$ cat src/rtl/shreg_tx.sv
// shreg_tx: parallel-to-serial transmitter.
// Accepts a WIDTH-bit word over a valid/ready handshake and shifts it out one
// bit at a time on sout, holding each bit for DIV enabled clock cycles.
// Ports:
//   clk        - clock, rising edge
//   rst        - synchronous active-high reset
//   en         - shift enable; freezes divider and bit counter when low
//   din        - word to transmit, sampled on handshake
//   din_valid  - producer has a word on din
//   din_ready  - block can accept a word (combinational)
//   sout       - registered serial data
//   sout_valid - high while a frame bit is on sout
//   busy       - high while shifting
//   done       - one-cycle pulse after the last bit of a frame
//   status     - high when idle
module shreg_tx #(
    parameter int WIDTH     = 8,
    parameter int DIV       = 4,
    parameter int MSB_FIRST = 1
) (
    input  logic             clk,
    input  logic             rst,
    input  logic             en,
    input  logic [WIDTH-1:0] din,
    input  logic             din_valid,
    output logic             din_ready,
    output logic             sout,
    output logic             sout_valid,
    output logic             busy,
    output logic             done,
    output logic             status
);

    localparam int BW = $clog2(WIDTH);
    localparam int DW = (DIV > 1) ? $clog2(DIV) : 1;
    localparam logic [BW-1:0] BIT_LAST = BW'(WIDTH - 1);
    localparam logic [DW-1:0] DIV_LAST = DW'(DIV - 1);

    typedef enum logic {IDLE, SHIFT} state_t;

    state_t           state, state_n;
    logic [WIDTH-1:0] shreg, shreg_n;
    logic [BW-1:0]    bitcnt, bitcnt_n;
    logic [DW-1:0]    divcnt, divcnt_n;
    logic             sout_n, sout_valid_n, busy_n, done_n;

    // Shifted register and the bit that becomes visible after the shift;
    // sout is registered, so the next bit is taken from the pre-shift value.
    logic [WIDTH-1:0] shreg_shifted;
    logic             next_bit;
    logic             first_bit;

    always_comb begin
        if (MSB_FIRST != 0) begin
            shreg_shifted = {shreg[WIDTH-2:0], 1'b0};
            next_bit      = shreg[WIDTH-2];
            first_bit     = din[WIDTH-1];
        end else begin
            shreg_shifted = {1'b0, shreg[WIDTH-1:1]};
            next_bit      = shreg[1];
            first_bit     = din[0];
        end
    end

    always_comb begin
        state_n      = state;
        shreg_n      = shreg;
        bitcnt_n     = bitcnt;
        divcnt_n     = divcnt;
        sout_n       = sout;
        sout_valid_n = sout_valid;
        busy_n       = busy;
        done_n       = 1'b0;
        case (state)
            IDLE: begin
                if (din_valid) begin
                    state_n      = SHIFT;
                    shreg_n      = din;
                    bitcnt_n     = '0;
                    divcnt_n     = '0;
                    sout_n       = first_bit;
                    sout_valid_n = 1'b1;
                    busy_n       = 1'b1;
                end
            end
            SHIFT: begin
                if (en) begin
                    if (divcnt == DIV_LAST) begin
                        divcnt_n = '0;
                        if (bitcnt == BIT_LAST) begin
                            state_n      = IDLE;
                            bitcnt_n     = '0;
                            shreg_n      = shreg_shifted;
                            sout_n       = 1'b0;
                            sout_valid_n = 1'b0;
                            busy_n       = 1'b0;
                            done_n       = 1'b1;
                        end else begin
                            shreg_n  = shreg_shifted;
                            bitcnt_n = bitcnt + 1'b1;
                            sout_n   = next_bit;
                        end
                    end else begin
                        divcnt_n = divcnt + 1'b1;
                    end
                end
            end
            default: state_n = IDLE;
        endcase
    end

    always_ff @(posedge clk) begin
        if (rst) begin
            state      <= IDLE;
            shreg      <= '0;
            bitcnt     <= '0;
            divcnt     <= '0;
            sout       <= 1'b0;
            sout_valid <= 1'b0;
            busy       <= 1'b0;
            done       <= 1'b0;
        end else begin
            state      <= state_n;
            shreg      <= shreg_n;
            bitcnt     <= bitcnt_n;
            divcnt     <= divcnt_n;
            sout       <= sout_n;
            sout_valid <= sout_valid_n;
            busy       <= busy_n;
            done       <= done_n;
        end
    end

    assign status    = (state == IDLE);
    assign din_ready = (state == IDLE) && !rst;

endmodule

$ cat config.mk
export PLATFORM = sky130hd
export DESIGN_NAME = shreg_tx
export DESIGN_NICKNAME = d
export VERILOG_FILES = /design/src/rtl/shreg_tx.sv
export SDC_FILE = /design/constraint.sdc
export NUM_CORES = 1
export LEC_CHECK = 0
export BUFFER_PORTS_ARGS = -buffer_cell sky130_fd_sc_hd__buf_2
export CAP_MARGIN = 20
export CORE_UTILIZATION = 49
export DETAILED_ROUTE_END_ITERATION = 10
export PLACE_DENSITY = 0.8
export SYNTH_ARGS = -nofsm -noshare
export SYNTH_HDL_FRONTEND = slang
export SYNTH_SLANG_ARGS = --single-unit
$ cat constraint.sdc
create_clock -name clk -period 1.75 [get_ports clk]
set_clock_uncertainty 0.1 [all_clocks]
set_input_delay 0.35 -clock clk [delete_from_list [all_inputs] [get_ports clk]]
set_output_delay 0.35 -clock clk [all_outputs]
set_load 0.01 [all_outputs]
==> summary.txt, run 1 <==
GRT
  • Vias in the first global route: 415
  • Largest net degree at the start of global routing: 18
  • GR Util All Layers: 16.5%
  • Initial antenna violation count: 0
  • Grt ovf: 0
  • First-pass GRT wire length: 1730 microns

Synth
  • Ys flop type: dfxtp_1
  • Synth area leaders: dfxtp_1, a21oi_1, nand3_1, a22oi_1, ha_1
  • Register area share after synthesis: 44.4%
  • Number of synthesized flops with an enable pin: 0
  • Mapped Avg Cell Area: 9.02 sq um
  • #FFs+latches synth: 16
  • Share of the synthesized area in the top cell type: 44.4%
  • Mapped Nets: 95
  • Post-synth cell types: 24
  • Synthesized area: 722 sq um
  • Largest area contributor in the netlist: dfxtp_1
  • Cells after Synth: 80
  • Synth warn: 0
  • Synth async-reset ratio: 0%

Setup path
  • R2R depth: 3
  • Worst EP required: 1300 ps
  • Crit end category: output port
  • CP Cell Sequence: nor2_1 -> buf_2
  • CP arrival: 1050 ps
  • WS Path Type: flop to output port
  • Slowest CP cell: dfxtp_1
  • Slowest cell delay on critical path: 530 ps
  • CP startpoint kind: flop
  • CP Max Fanout: 11

Clock tree
  • CTS sink count: 16
  • Clock buffer depth: 2
  • Hold buffers post-CTS: 0
  • Post-CTS Resized: 0
  • Skew-Pair Late Insertion Delay: 290 ps
  • H-tree levels: 1
  • Clk slew on worst S/H paths: 100 ps
  • Num CTS Buffers: 3
  • CTS tree: built
  • CTS root buf: clkbuf_4
  • Postcts setup bufs: 0

Place
  • Final GP Congestion: 0.738
  • DP HPWL: 939 microns
  • Setup WS pre-CTS: 303 ps
  • Placed insts: 104
  • IO buf count: 17

Die
  • Io pins: 18
  • Die X-Extent: 40.4 microns
  • Floorplan core area: 0.00133 sq mm
  • Starting density of the core: 54.1%
  • Number of cell rows: 13
  • Die H: 40.4 microns
  • Die footprint: 0.00163 sq mm

Worst hold path
  • Hold depth: 3
  • Worst Hold Class: primary input to flop

Drt
  • Post-DRT Antenna Nets: 0
  • Vias: 622
  • Drt first pass iters: 4
  • Routed WL: 1330 microns
  • Vias per inst: 5.76
  • Initial drt markers: 22
  • Residual DRC count: 0
  • DR WL/cell: 12.3 microns

Finish
  • Layout Cells excl Fill: 108
  • N_diodes: 0
  • Fillers: 128
  • Area growth, synth to finish: 11.3%
  • Most common cell after layout, fill and taps aside: buf_2
  • Share of layout cells above drive strength 1: 25.8%
  • Layout Nets: 109
  • Most frequent cells in the layout: buf_2, dfxtp_1, a21oi_1

Pwr
  • Power Dens Cells: 883 mW/mm^2
  • Overall power: 710 uW
  • LEAKAGE: 0.340 nW
  • Worst VDD drop: 723 uV

STA
  • Max-slew violation count: 0
  • Final Cycle Share: 85.9%
  • Setup violators final: 0
  • Setup WS post-layout: 247 ps
  • RSZ-0062 raised after global routing: false
  • Achievable Freq: 0.665 GHz
  • Fin. Hold Viols: 0
  • Least-Margin Pin Slew: 394 ps
  • Min Tclk post-route: 1500 ps
  • Setup TNS: 0 ps
  • Hold WS: 222 ps
  • Max_slew headroom: 73.7%

Flow run
  • Max-cap viol count: 0

Outcome
  • Status: finished clean
-- synth_stat cells (2+ instances only) --
cell type   n
a22oi_1     6
nand2_1     3
buf_6       2
nand3_1    11
ha_1        3
nor2_1      6
dfxtp_1    16
a21oi_1    13
buf_2       2
inv_1       2
buf_4       3
-- final timing paths --
path	endpoint	slack [ps]	start
setup / recovery	din_ready	250	state$_SDFF_PP0_
hold / removal	shreg[0]$_SDFFE_PP0P_	220	din[0]
setup reg to reg	shreg[6]$_SDFFE_PP0P_	280	state$_SDFF_PP0_
hold reg to reg	shreg[4]$_SDFFE_PP0P_	380	shreg[4]$_SDFFE_PP0P_
-- critical path, delay by kind of cell (launching register included) --
family	cells	cell delay, ps
buf+inv	1	140
flops	1	530
simple gates	1	80
-- through the flow --
step                      util (%)  instance area [sq um]
after floorplan                  -                    722
after global placement        57.5                    767
after detailed placement      57.5                    767
after CTS                     60.2                    803
after global routing          60.2                    803
final                         60.2                    803
-- power breakdown --
group	internal, mW	switching (mW)
registers	0.380	0.0127
clock network	0.127	0.118
logic	0.0324	0.0395
-- layout make-up --
type                    count  area (sq um)  share of cell area [%]
well taps                  15          18.8                    2.34
multi-input cells          54           335                    41.7
inverters                   2          7.51                   0.935
repair buffers             17          85.1                    10.6
flip-flops and latches     16           320                    39.9
clock buffers               4          36.3                    4.52
-- flip-flops by register name, summed over array words and instances, names as in the netlist --
register / count
shreg: 7
bitcnt: 3
divcnt: 2
busy: 1
done: 1
sout: 1
state: 1
-- cells by family after synthesis --
logic type	count (synthesis)	synth area share [%]
flip-flops	16	44.4
multiplexers	1	1.39
AO/OA/AOI/OAI	21	17.5
adder cells (fa/ha/maj)	3	5.20
buffers and inverters	10	9.18
AND/OR/NAND/NOR	29	22.4
-- layer usage --
metal / vias to the layer above / track usage, % / share of wire (%)
li1: 311 / - / -
met1: 274 / 19.5 / 45
met2: 33 / 25.8 / 46
met3: 4 / 8.33 / 8.4
met4: 0 / 5.00 / 1.1
met5: - / 0 / 0
Note: power is estimated with default switching activity, not from simulation.
==> inputs of run 2 (changes only) <==
CORE_UTILIZATION = 47   (was 49)
PLACE_DENSITY = 0.78   (was 0.8)
==> run 2 against run 1 <==
Non-clock buffer count unchanged. Core utilization shrank 2.4 points. Global-route usage up 1.1 points. Register-to-register slack got worse by 20 ps. Critical endpoint is now bitcnt[0]$_SDFFE_PP0P_.
==> summary.txt, run 2 (synthesized netlist as in run 1, its figures left out) <==
STA
  • Setup TNS: 0 ps
  • Setup violators final: 0
  • Max_slew headroom: 73.0%
  • Achievable Freq: 0.669 GHz
  • Final Cycle Share: 85.4%
  • Fin. Hold Viols: 0
  • RSZ-0062 raised after global routing: false
  • Min Tclk post-route: 1490 ps
  • Max-slew violation count: 0
  • Setup WS post-layout: 255 ps
  • Least-Margin Pin Slew: 404 ps

Finish
  • Most frequent cells in the layout: buf_2, dfxtp_1, a21oi_1
  • Top reg by flops: shreg
  • Most common cell after layout, fill and taps aside: buf_2
  • N_diodes: 0
  • Area growth, synth to finish: 9.36%
  • Layout Nets: 109
  • Max FFs per register: 7
  • Biggest regs: shreg: 7 flops, bitcnt: 3 flops, divcnt: 2 flops
  • Share of layout cells above drive strength 1: 25.0%

Setup path
  • Crit end category: flop
  • CP startpoint kind: flop
  • CP Max Fanout: 12
  • Worst EP required: 1860 ps
  • WS Path Type: flop to flop
  • CP arrival: 1610 ps

Clock tree
  • Postcts setup bufs: 0
  • Skew-Pair Late Insertion Delay: 280 ps
  • CTS sink count: 16
  • Num CTS Buffers: 3
  • CTS tree: built
  • Post-CTS Resized: 0
  • Clk slew on worst S/H paths: 90 ps
  • Clock buffer depth: 2
  • CTS root buf: clkbuf_4
  • H-tree levels: 1
  • Hold buffers post-CTS: 0

GRT
  • GR Util All Layers: 17.6%
  • Vias in the first global route: 446
  • Grt ovf: 0
  • First-pass GRT wire length: 1900 microns
  • Initial antenna violation count: 0
  • Largest net degree at the start of global routing: 18

Worst hold path
  • Worst Hold Class: primary input to flop

Place
  • IO buf count: 17
  • Setup WS pre-CTS: 304 ps
  • Final GP Congestion: 0.748
  • DP HPWL: 867 microns

Pwr
  • Power Dens Cells: 829 mW/mm^2
  • Worst VDD drop: 521 uV
  • LEAKAGE: 0.332 nW

Drt
  • Initial drt markers: 11
  • Post-Route M1 WL: 651 microns
  • Residual DRC count: 0
  • DR WL/cell: 12.1 microns
  • Met2 WL: 575 microns
  • Drt first pass iters: 4
  • Met3 WL: 55 microns
  • Vias per inst: 5.55
  • Vias: 594
  • Post-DRT Antenna Nets: 0
  • DR top layer: met4
  • Routed WL: 1290 microns

Die
  • Io pins: 18
  • Die H: 41.2 microns
  • Number of cell rows: 13
  • Die footprint: 0.00170 sq mm
  • Floorplan core area: 0.00137 sq mm
  • Starting density of the core: 52.8%
  • Die X-Extent: 41.2 microns

Outcome
  • Status: finished clean

Flow run
  • Max-cap viol count: 0
run 2: worst paths after layout:
| path | startpoint | end | slack [ps] | cells after the start |
|---|---|---|---|---|
| setup reg to reg | state$_SDFF_PP0_ | bitcnt[0]$_SDFFE_PP0P_ | 260 | 3 |
| setup / recovery | state$_SDFF_PP0_ | bitcnt[0]$_SDFFE_PP0P_ | 260 | 3 |
| hold / removal | din[0] | shreg[0]$_SDFFE_PP0P_ | 210 | 3 |
| hold reg to reg | shreg[6]$_SDFFE_PP0P_ | shreg[6]$_SDFFE_PP0P_ | 370 | 2 |
run 2: final cells by class:
| class | instances | area [sq um] |
|---|---|---|
| multi-input cells | 54 | 335 |
| flip-flops and latches | 16 | 320 |
| repair buffers | 17 | 85.1 |
| fillers | 138 | 577 |
| inverters | 2 | 7.51 |
| clock buffers | 3 | 22.5 |
| well taps | 15 | 18.8 |
run 2: where the power goes:
part	total (mW)	internal, mW	switching [mW]
clock	0.190	0.0797	0.111
sequential	0.392	0.380	0.0121
combinational	0.0719	0.0323	0.0396
total	0.654	0.492	0.162
run 2: layer usage:
metal | up-vias | GRT usage [%]
li1 | 309 | -
met1 | 265 | 23.0
met2 | 18 | 25.0
met5 | - | 0
met4 | 0 | 10.5
met3 | 2 | 5.43
run 2: through the flow:
step / cells / area [sq um] / util (%) / total power, mW / hold slack (ps)
2_1_floorplan: 80 / 722 / - / 0.453 / 344
3_3_place_gp: 104 / 767 / 56.1 / 0.471 / 355
3_5_place_dp: 104 / 767 / 56.1 / 0.472 / 361
4_1_cts: 107 / 790 / 57.8 / 0.656 / 206
5_1_grt: 107 / 790 / 57.8 / 0.685 / 235
6_report: 107 / 790 / 57.8 / 0.654 / 208
run 2: worst max-delay path, cell delays in order, from the launching register on:
cell	delay (ps)
dfxtp_1	520
nand3_2	280
or3_1	380
a21oi_1	140
==> inputs of run 3 (changes only) <==
CAP_MARGIN = not set   (was 20)
CTS_BUF_LIST = sky130_fd_sc_hd__clkbuf_16   (was not set)
PLACE_DENSITY = 0.79   (was 0.78)
==> run 3 against run 2 <==
Fmax up 0.69%. Die area is the same. Flip-flop and latch count did not move. Sequential share of layout area fell by 2.7 points. Core utilization rose by 4.1 points. Highest routed layer unchanged. Critical path depth is the same. Non-clock buffer count unchanged. Via count increased by 6.1%. Combinational power is 1% higher. Hold slack gained 64 ps. Global-route usage grew 0.30 points. Setup slack gained 10 ps.
==> summary.txt, run 3 (synthesized netlist as in run 1, its figures left out) <==
Finish
  • N_diodes: 0
  • Top reg by flops: shreg
  • Layout Cells excl Fill: 108
  • Area growth, synth to finish: 17.2%
  • Final Cell Area: 846 sq um
  • Layout Nets: 109
  • Most common cell after layout, fill and taps aside: buf_2
  • Share of layout cells above drive strength 1: 24.7%
  • Biggest regs: shreg: 7 flops, bitcnt: 3 flops, divcnt: 2 flops
  • Max FFs per register: 7
  • Most frequent cells in the layout: buf_2, dfxtp_1, a21oi_1

Setup path
  • CP startpoint kind: flop
  • CP Max Fanout: 12
  • Slowest cell delay on critical path: 510 ps
  • Crit end category: flop
  • CP startpoint: state$_SDFF_PP0_
  • CP Cell Sequence: nand3_2 -> or3_1 -> a21oi_1
  • WS Path Type: flop to flop
  • R2R depth: 3
  • Reg2reg start: state$_SDFF_PP0_
  • Worst EP required: 1820 ps
  • Reg2Reg Setup Slack: 270 ps
  • CP arrival: 1560 ps
  • Crit Reg-Reg Endpoint: bitcnt[0]$_SDFFE_PP0P_
  • Slowest CP cell: dfxtp_1

GRT
  • GR Util All Layers: 17.9%
  • First-pass GRT wire length: 1910 microns
  • Initial antenna violation count: 0
  • Largest net degree at the start of global routing: 18
  • Vias in the first global route: 454
  • Grt ovf: 0

Outcome
  • Status: finished clean

Clock tree
  • Num CTS Buffers: 3
  • H-tree levels: 1
  • CTS root buf: clkbuf_16
  • CTS tree: built
  • Clock buffer depth: 2
  • Post-CTS Resized: 0
  • Postcts setup bufs: 0
  • CTS sink count: 16
  • Skew-Pair Late Insertion Delay: 240 ps
  • Clk slew on worst S/H paths: 50 ps
  • Hold buffers post-CTS: 0

Die
  • Floorplan core area: 0.00137 sq mm
  • Die footprint: 0.00170 sq mm
  • Die H: 41.2 microns
  • Starting density of the core: 52.8%
  • Io pins: 18
  • Die X-Extent: 41.2 microns
  • Number of cell rows: 13

Worst hold path
  • Hold path start: din[0]
  • Worst Hold Class: primary input to flop
  • Hold EP: shreg[0]$_SDFFE_PP0P_
  • Hold depth: 3

Flow run
  • Max-cap viol count: 0

Drt
  • Vias per inst: 5.83
  • Post-DRT Antenna Nets: 0
  • Vias: 630
  • DR WL/cell: 12.5 microns
  • Residual DRC count: 0
  • Initial drt markers: 18
  • Routed WL: 1350 microns
  • Drt first pass iters: 4

Place
  • IO buf count: 17
  • Final GP Congestion: 0.746
  • Dpl cell area: 767 sq um
  • Placed insts: 104
  • DP HPWL: 930 microns

Pwr
  • LEAKAGE: 0.357 nW
  • Worst VDD drop: 586 uV
  • Power Dens Cells: 1070 mW/mm^2

STA
  • Max-slew violation count: 0
  • Final Cycle Share: 84.8%
  • Setup violators final: 0
  • Fin. Hold Viols: 0
  • Max_slew headroom: 71.8%
  • Achievable Freq: 0.674 GHz
  • Setup TNS: 0 ps
  • Least-Margin Pin Slew: 423 ps
  • Min Tclk post-route: 1480 ps
  • RSZ-0062 raised after global routing: false
==> run 3: cell count changes in the layout (fill, tap and decap cells not counted) <==
cell,delta
clkbuf_16,+3
clkbuf_4,-3
clkinv_1,+1
==> run 3: worst max-delay path, delay by kind of cell (launching register included) <==
family,cells,cell delay (ps)
AOI/OAI and AO/OA,1,120
DFF,1,510
and+or+nand+nor,2,680
==> run 3: layout make-up <==
type	instances	area, sq um
fill	112	520
sequential	16	320
multi-input combinational	54	335
clock inverter	1	3.75
clock buffer	3	75.1
inverter	2	7.51
tap	15	18.8
timing repair buffer	17	85.1
==> run 3: metrics by stage <==
stage	hold WS, ps	power (mW)	setup slack [ps]	util, %
after floorplan	344	0.453	411	-
after global placement	351	0.470	346	56.1
after detailed placement	365	0.473	310	56.1
after CTS	268	0.909	290	61.9
after global routing	289	0.938	191	61.9
final	272	0.902	266	61.9
==> run 3: report_power, final <==
group          leakage, nW  internal [mW]  switching [mW]
clock network       0.0385          0.302           0.134
registers            0.131          0.381          0.0124
logic                0.188         0.0324          0.0404
total                0.357          0.716           0.186
==> run 3: worst max-delay path by stage <==
stage,to,cells past startpoint,slack (ps)
6_report,bitcnt[0]$_SDFFE_PP0P_,3,270
2_1_floorplan,din_ready,3,410
3_3_place_gp,bitcnt[0]$_SDFFE_PP0P_,3,350
5_1_grt,sout$_SDFFE_PP0P_,3,190
4_1_cts,bitcnt[0]$_SDFFE_PP0P_,3,290
3_5_place_dp,bitcnt[0]$_SDFFE_PP0P_,3,310
==> run 3: per-layer routing <==
layer | share of wire [%] | track usage [%] | wire length, microns
met1 | 48 | 21.9 | 645
met2 | 44 | 27.0 | 596
met3 | 5.5 | 4.89 | 74
met4 | 2.7 | 12.1 | 37
met5 | 0 | 0 | 0
